**src/rtl/xt_bus_pkg.sv**
```systemverilog
// ----------------------------------------------------------------------------
// xt_bus_pkg
// Shared definitions for the hb load/store master:
//   - RISC-V funct3 encodings for loads/stores
//   - hb_write_width encoding (byte/half/word)
//   - lsu_state_t FSM state enum
//   - helpers classifying a request as illegal or misaligned
// ----------------------------------------------------------------------------
package xt_bus_pkg;

  localparam logic [2:0] F3_B  = 3'b000;
  localparam logic [2:0] F3_H  = 3'b001;
  localparam logic [2:0] F3_W  = 3'b010;
  localparam logic [2:0] F3_BU = 3'b100;
  localparam logic [2:0] F3_HU = 3'b101;

  localparam logic [1:0] WW_BYTE = 2'b00;
  localparam logic [1:0] WW_HALF = 2'b01;
  localparam logic [1:0] WW_WORD = 2'b10;

  typedef enum logic [2:0] {
    ST_IDLE,
    ST_RD_ISSUE,
    ST_RD_WAIT,
    ST_WR_ACTIVE,
    ST_RESP
  } lsu_state_t;

  // Reserved encodings, and the unsigned variants which have no store form.
  function automatic logic f3_illegal(input logic is_store, input logic [2:0] f3);
    return (f3 == 3'b011) || (f3 == 3'b110) || (f3 == 3'b111) ||
           (is_store && f3[2]);
  endfunction

  // Size comes from funct3[1:0], so H and HU share the halfword rule.
  function automatic logic addr_misaligned(input logic [2:0] f3, input logic [1:0] a);
    return ((f3[1:0] == WW_HALF) && a[0]) ||
           ((f3[1:0] == WW_WORD) && (a != 2'b00));
  endfunction

endpackage

```
**src/rtl/hb_load_extend.sv**
```systemverilog
// ----------------------------------------------------------------------------
// hb_load_extend
// Combinational load-data extension. The slave returns data right-justified;
// this masks the unused upper bytes and sign/zero extends by funct3.
// Ports:
//   i_funct3 [2:0]  latched load funct3
//   i_rdata  [31:0] right-justified slave read data
//   o_data   [31:0] extended result for the core
// ----------------------------------------------------------------------------
module hb_load_extend
  import xt_bus_pkg::*;
(
  input  logic [2:0]  i_funct3,
  input  logic [31:0] i_rdata,
  output logic [31:0] o_data
);

  always_comb begin
    o_data = i_rdata;
    case (i_funct3)
      F3_B:    o_data = {{24{i_rdata[7]}}, i_rdata[7:0]};
      F3_H:    o_data = {{16{i_rdata[15]}}, i_rdata[15:0]};
      F3_BU:   o_data = {24'h0, i_rdata[7:0]};
      F3_HU:   o_data = {16'h0, i_rdata[15:0]};
      default: o_data = i_rdata;
    endcase
  end

endmodule

```
**src/rtl/hb_lsu_master.sv**
```systemverilog
// ----------------------------------------------------------------------------
// hb_lsu_master
// Turns single core load/store requests into hb bus read/write accesses.
// Ports:
//   hb_clk, rst_n                 clock, async active-low reset
//   req_valid/req_ready           request handshake (ready only in IDLE)
//   req_is_store, req_funct3      access kind and size
//   req_addr, req_wdata           byte address, LSB-aligned store data
//   hb_raddr, hb_waddr, hb_wdata  latched address/data toward the slave
//   hb_write_width                00 byte, 01 half, 10 word
//   hb_ren, hb_wen                read strobe (one cycle) / write strobe (held)
//   hb_rdata, hb_read_finish,
//   hb_write_finish               slave read data and completion flags
//   rsp_valid, rsp_rdata,
//   rsp_misaligned, rsp_err       one-cycle response to the core
// Misaligned or illegal requests respond the cycle after acceptance without
// touching the bus. Bus waits are bounded by TIMEOUT_CYCLES.
// ----------------------------------------------------------------------------
module hb_lsu_master
  import xt_bus_pkg::*;
#(
  parameter int TIMEOUT_CYCLES = 64
) (
  input  logic        hb_clk,
  input  logic        rst_n,
  input  logic        req_valid,
  output logic        req_ready,
  input  logic        req_is_store,
  input  logic [2:0]  req_funct3,
  input  logic [31:0] req_addr,
  input  logic [31:0] req_wdata,
  output logic [31:0] hb_raddr,
  output logic [31:0] hb_waddr,
  output logic [31:0] hb_wdata,
  output logic [1:0]  hb_write_width,
  output logic        hb_ren,
  output logic        hb_wen,
  input  logic [31:0] hb_rdata,
  input  logic        hb_read_finish,
  input  logic        hb_write_finish,
  output logic        rsp_valid,
  output logic [31:0] rsp_rdata,
  output logic        rsp_misaligned,
  output logic        rsp_err
);

  localparam int CW = $clog2(TIMEOUT_CYCLES + 1);
  localparam logic [CW:0] TIMEOUT_LIM = (CW + 1)'(TIMEOUT_CYCLES);

  lsu_state_t  r_state;
  lsu_state_t  w_state_next;
  logic        r_is_store;
  logic [2:0]  r_funct3;
  logic [31:0] r_addr;
  logic [31:0] r_wdata;
  logic [31:0] r_rsp_rdata;
  logic        r_rsp_err;
  logic        r_rsp_mis;
  logic [CW-1:0] r_cnt;

  logic        w_accept;
  logic        w_req_illegal;
  logic        w_req_mis;
  logic [CW:0] w_cnt_inc;
  logic        w_expired;
  logic [31:0] w_ext_data;

  assign w_accept      = req_valid && (r_state == ST_IDLE);
  assign w_req_illegal = f3_illegal(req_is_store, req_funct3);
  assign w_req_mis     = addr_misaligned(req_funct3, req_addr[1:0]);

  // r_cnt holds completed wait cycles; the current wait cycle is the
  // (r_cnt+1)th, and the access is abandoned when that reaches the limit.
  assign w_cnt_inc = {1'b0, r_cnt} + {{CW{1'b0}}, 1'b1};
  assign w_expired = (w_cnt_inc >= TIMEOUT_LIM);

  hb_load_extend u_load_extend (
    .i_funct3 (r_funct3),
    .i_rdata  (hb_rdata),
    .o_data   (w_ext_data)
  );

  always_comb begin
    w_state_next = r_state;
    case (r_state)
      ST_IDLE: begin
        if (w_accept) begin
          if (w_req_illegal || w_req_mis) w_state_next = ST_RESP;
          else if (req_is_store)          w_state_next = ST_WR_ACTIVE;
          else                            w_state_next = ST_RD_ISSUE;
        end
      end
      ST_RD_ISSUE:  w_state_next = ST_RD_WAIT;
      // A finish in the expiry cycle still completes the access cleanly.
      ST_RD_WAIT:   if (hb_read_finish || w_expired) w_state_next = ST_RESP;
      ST_WR_ACTIVE: if (hb_write_finish || w_expired) w_state_next = ST_RESP;
      ST_RESP:      w_state_next = ST_IDLE;
      default:      w_state_next = ST_IDLE;
    endcase
  end

  always_ff @(posedge hb_clk or negedge rst_n) begin
    if (!rst_n) begin
      r_state     <= ST_IDLE;
      r_is_store  <= 1'b0;
      r_funct3    <= 3'b000;
      r_addr      <= 32'h0;
      r_wdata     <= 32'h0;
      r_rsp_rdata <= 32'h0;
      r_rsp_err   <= 1'b0;
      r_rsp_mis   <= 1'b0;
      r_cnt       <= '0;
    end else begin
      r_state <= w_state_next;
      case (r_state)
        ST_IDLE: begin
          if (w_accept) begin
            r_is_store  <= req_is_store;
            r_funct3    <= req_funct3;
            r_addr      <= req_addr;
            r_wdata     <= req_wdata;
            r_rsp_rdata <= 32'h0;
            r_rsp_err   <= w_req_illegal;
            r_rsp_mis   <= !w_req_illegal && w_req_mis;
            r_cnt       <= '0;
          end
        end
        ST_RD_ISSUE: r_cnt <= '0;
        ST_RD_WAIT: begin
          if (hb_read_finish) begin
            r_rsp_rdata <= w_ext_data;
          end else begin
            r_cnt <= w_cnt_inc[CW-1:0];
            if (w_expired) r_rsp_err <= 1'b1;
          end
        end
        ST_WR_ACTIVE: begin
          if (!hb_write_finish) begin
            r_cnt <= w_cnt_inc[CW-1:0];
            if (w_expired) r_rsp_err <= 1'b1;
          end
        end
        default: ;
      endcase
    end
  end

  assign req_ready      = (r_state == ST_IDLE);
  assign hb_ren         = (r_state == ST_RD_ISSUE);
  assign hb_wen         = (r_state == ST_WR_ACTIVE);
  assign hb_raddr       = r_addr;
  assign hb_waddr       = r_addr;
  assign hb_wdata       = r_wdata;
  assign hb_write_width = r_funct3[1:0];

  // Response fields read as zero outside the RESP cycle.
  assign rsp_valid      = (r_state == ST_RESP);
  assign rsp_rdata      = rsp_valid ? r_rsp_rdata : 32'h0;
  assign rsp_err        = rsp_valid && r_rsp_err;
  assign rsp_misaligned = rsp_valid && r_rsp_mis;

endmodule

```
**config.mk**
```make
export PLATFORM = sky130hd
export DESIGN_NAME = hb_lsu_master
export DESIGN_NICKNAME = d
export VERILOG_FILES = /design/src/rtl/xt_bus_pkg.sv /design/src/rtl/hb_load_extend.sv /design/src/rtl/hb_lsu_master.sv
export SDC_FILE = /design/constraint.sdc
export NUM_CORES = 1
export LEC_CHECK = 0
export BUFFER_PORTS_ARGS = -buffer_cell sky130_fd_sc_hd__clkbuf_2
export CORE_ASPECT_RATIO = 1.5
export CORE_UTILIZATION = 25
export CTS_BUF_LIST = sky130_fd_sc_hd__clkbuf_8
export CTS_CLUSTER_SIZE = 28
export DETAILED_ROUTE_END_ITERATION = 12
export PLACE_DENSITY = 0.47
export RECOVER_POWER = 50
export SLEW_MARGIN = 5
export SYNTH_ARGS = -nofsm -noshare
export SYNTH_HDL_FRONTEND = slang
export SYNTH_SLANG_ARGS = --single-unit
```
**constraint.sdc**
```tcl
create_clock -name hb_clk -period 4.4 [get_ports hb_clk]
set_input_delay 0.44 -clock hb_clk [delete_from_list [all_inputs] [get_ports hb_clk]]
set_output_delay 0.44 -clock hb_clk [all_outputs]
set_load 0.02 [all_outputs]
```
==> results.md <==
* Rel. slew slack at -117%
* Commonest non-fill, non-tap cell in the layout: nand2_1
* Worst path slowest cell: clkbuf_1
* WP buf/inv at 1
* Worst-Skew Late Latency at 0.38 ns
* Worst Hold Class: input port to register
* Final setup viols at 0
* Area Growth Syn to Fin at 24.6%
* Crit. End Element: async pin
* Pin count of the biggest net entering global routing at 71
* Row count at 64
* Share of cells above drive strength 1 at 25.3%
* Initial Util at 25.4%
* Final RePlAce weighted congestion at 0.723
* Worst-path maximum fanout at 57
* Failing checks: max-capacitance violations, max-slew violations
* Nets at 891
* GRT Util Overall at 13.4%
* YS warnings at 0
* RR Endpoint: r_rsp_rdata[9]
* CTS buffer count at 9
* Post-Synthesis Cells at 597
* Least-Margin Pin Slew at 3.25 ns
* Final min period at 2.96 ns
* RSZ-0062 raised after global routing: no
* Die extent in y at 178 um
* Max Root-Sink Buffers at 2
* Initial DRT Pass Iterations at 4
* HP Start: req_wdata[1]
* IR drop worst, VDD at 0.286 mV
* Starting DRC count in detailed routing at 184
* # hold bufs at CTS at 0
* Synth area leaders: dfrtp_1, nand2_1, buf_4
* Clk sinks at 111
* Delay-heaviest family, CP: buffers and inverters
* Routed len/inst at 13.4 um
* Initial antenna violation count at 1
* Fin util at 31.6%
* Leak at 0.00337 uW
* Root buffer cell: clkbuf_8
* Clk pin slew, worst setup/hold paths at 0.12 ns
* Clk_skew at 0.0158 ns
* Sequential area share after synthesis at 53.9%
* CP Data Arrival Time at 2.73 ns
* Syn_nets at 703
* Die area at 21200 um^2
* Multi-input gate area at 1970 um^2
* Top-area cell type share of the netlist area at 53.9%
* Worst R2R Start: r_funct3[1]
* Die extent in x at 119 um
* Max_cap viols at 1
* GR Overflow Total at 0
* Global-route wire length before repair at 22200 um
* IO Pins at 241
* Drc violations at 0
* Hold depth at 3
* Status: finished with violations
* CP required at 4.17 ns
* Vias at 4459
* Worst R2R Path Depth at 3
* Reg2Reg Setup Slack at 2.17 ns
* Max Clock Freq at 338 MHz
* Vias in the first global route at 4293
* Tcrit/Tclk final at 67.2%
* Synth Cell Area at 5160 um^2
* Postcts setup bufs at 0
* Mean post-synth cell area at 8.64 um^2
* Final instance area at 6420 um^2
* Critical path's largest stage delay at 2.25 ns
* Leading area contributor after synthesis: dfrtp_1
* Hold Path End: hb_wdata[1]
* Yosys reg bits at 111
* Hold Vio Cnt, Final at 0
* Final setup TNS at 0 ns
* Final max-slew violation count at 58
* Most frequent cells in the layout: nand2_1, clkbuf_2, dfrtp_1
* Final ANT Viol Nets at 0
* Drt via density at 4.23
* Core area at 20300 um^2
* Filler cells at 2272
* Cell Chain, Critical Path: clkbuf_1
* Setup CP Type: input port to async pin
* Post-DP HPWL at 10000 um
* Crit start category: input port
* Wirelength, routed at 14200 um
* H-tree levels at 3
* Netlist cell types at 40
* Register area at 2780 um^2
* CTS tree: done
* Gates resized, CTS repair at 0
* Placement Cell Area at 6340 um^2
* Pwr/cell area at 676 nW/um^2
* Buffers on Ports at 240
## where the power goes
part	switching (uW)	leakage [uW]	internal [uW]
clock network	369	0.0000858	208
registers	344	0.00143	1420
logic	1410	0.00185	587
## stage by stage
stage | instances | setup WS (ns) | hold slack (ns) | power [uW]
after floorplan | 597 | 2.36 | 0.144 | 3320
after global placement | 1038 | 1.92 | 0.457 | 3900
after detailed placement | 1038 | 1.77 | 0.461 | 3930
after CTS | 1054 | 1.33 | 0.141 | 4530
after global routing | 1054 | 0.773 | 0.212 | 4720
final | 1055 | 1.44 | 0.232 | 4350
## flip-flops by register name, summed over array words and instances, names as in the netlist
name and flops:
hb_wdata 32, r_rsp_rdata 32, r_cnt 7, hb_raddr 32
r_funct3 3, r_rsp_mis 1, r_state 3, r_rsp_err 1
## per-layer routing
metal  wire, um  part of all wire (%)  track usage (%)  vias to the layer above
li1           -                     -                -                     2233
met1       6080                    43             16.0                     2064
met2       7100                    50             23.1                      153
met3        864                   6.1             3.70                        9
met4        145                   1.0             4.48                        0
met5          0                     0                0                        -
## worst max-delay path by stage
stage,cells past startpoint,slack [ns],end,startpoint
after detailed placement,4,1.77,rsp_rdata[0],r_state[1]
after CTS,4,1.33,rsp_rdata[0],r_state[1]
final,1,1.44,hb_raddr[20],rst_n
after global routing,1,0.77,hb_raddr[11],rst_n
after global placement,4,1.92,rsp_rdata[4],r_state[1]
after floorplan,5,2.36,rsp_rdata[22],r_state[2]
## synth_stat cells
| master | count |
|---|---|
| a21oi_1 | 2 |
| mux2i_1 | 2 |
| nand3_1 | 9 |
| nand2b_1 | 1 |
| nor2b_1 | 16 |
| inv_1 | 3 |
| nand2_1 | 256 |
| o2bb2ai_1 | 1 |
| ha_1 | 1 |
| a211oi_1 | 2 |
| o21bai_1 | 2 |
| buf_2 | 3 |
| o21a_1 | 8 |
| buf_4 | 34 |
| and4b_1 | 1 |
| nand3b_4 | 1 |
| or4_1 | 4 |
| o211ai_2 | 1 |
| o211ai_1 | 3 |
| o21ai_1 | 2 |
| nor4b_1 | 2 |
| mux2_4 | 1 |
| a211o_1 | 1 |
| and3_1 | 1 |
| mux2_2 | 1 |
| nor3_1 | 3 |
| nor4b_2 | 1 |
| nor2_1 | 7 |
| or2_2 | 1 |
| o41ai_1 | 1 |
| or4b_1 | 1 |
| a22oi_1 | 1 |
| a31oi_1 | 1 |
| o21ai_0 | 43 |
| a22o_1 | 1 |
| dfrtp_1 | 111 |
| clkbuf_1 | 30 |
| and2_1 | 34 |
| buf_6 | 2 |
| or3_1 | 2 |
## final cells by class
class	instances	area share [%]
Inverter	3	0.175
Tap cell	264	5.14
Clock buffer	9	1.93
Timing Repair Buffer	246	18.1
Clock inverter	7	0.740
Sequential cell	111	43.2
Antenna cell	1	0.0390
Multi-Input combinational cell	414	30.7
## kinds of logic after synthesis
kind of cell | count (synthesis) | synth area share [%]
flops | 111 | 53.9
buf+inv | 72 | 8.08
fa+ha+maj | 1 | 0.243
mux | 4 | 0.898
compound gates | 69 | 7.94
simple gates | 340 | 29.0
(Power assumes the default switching activity.)
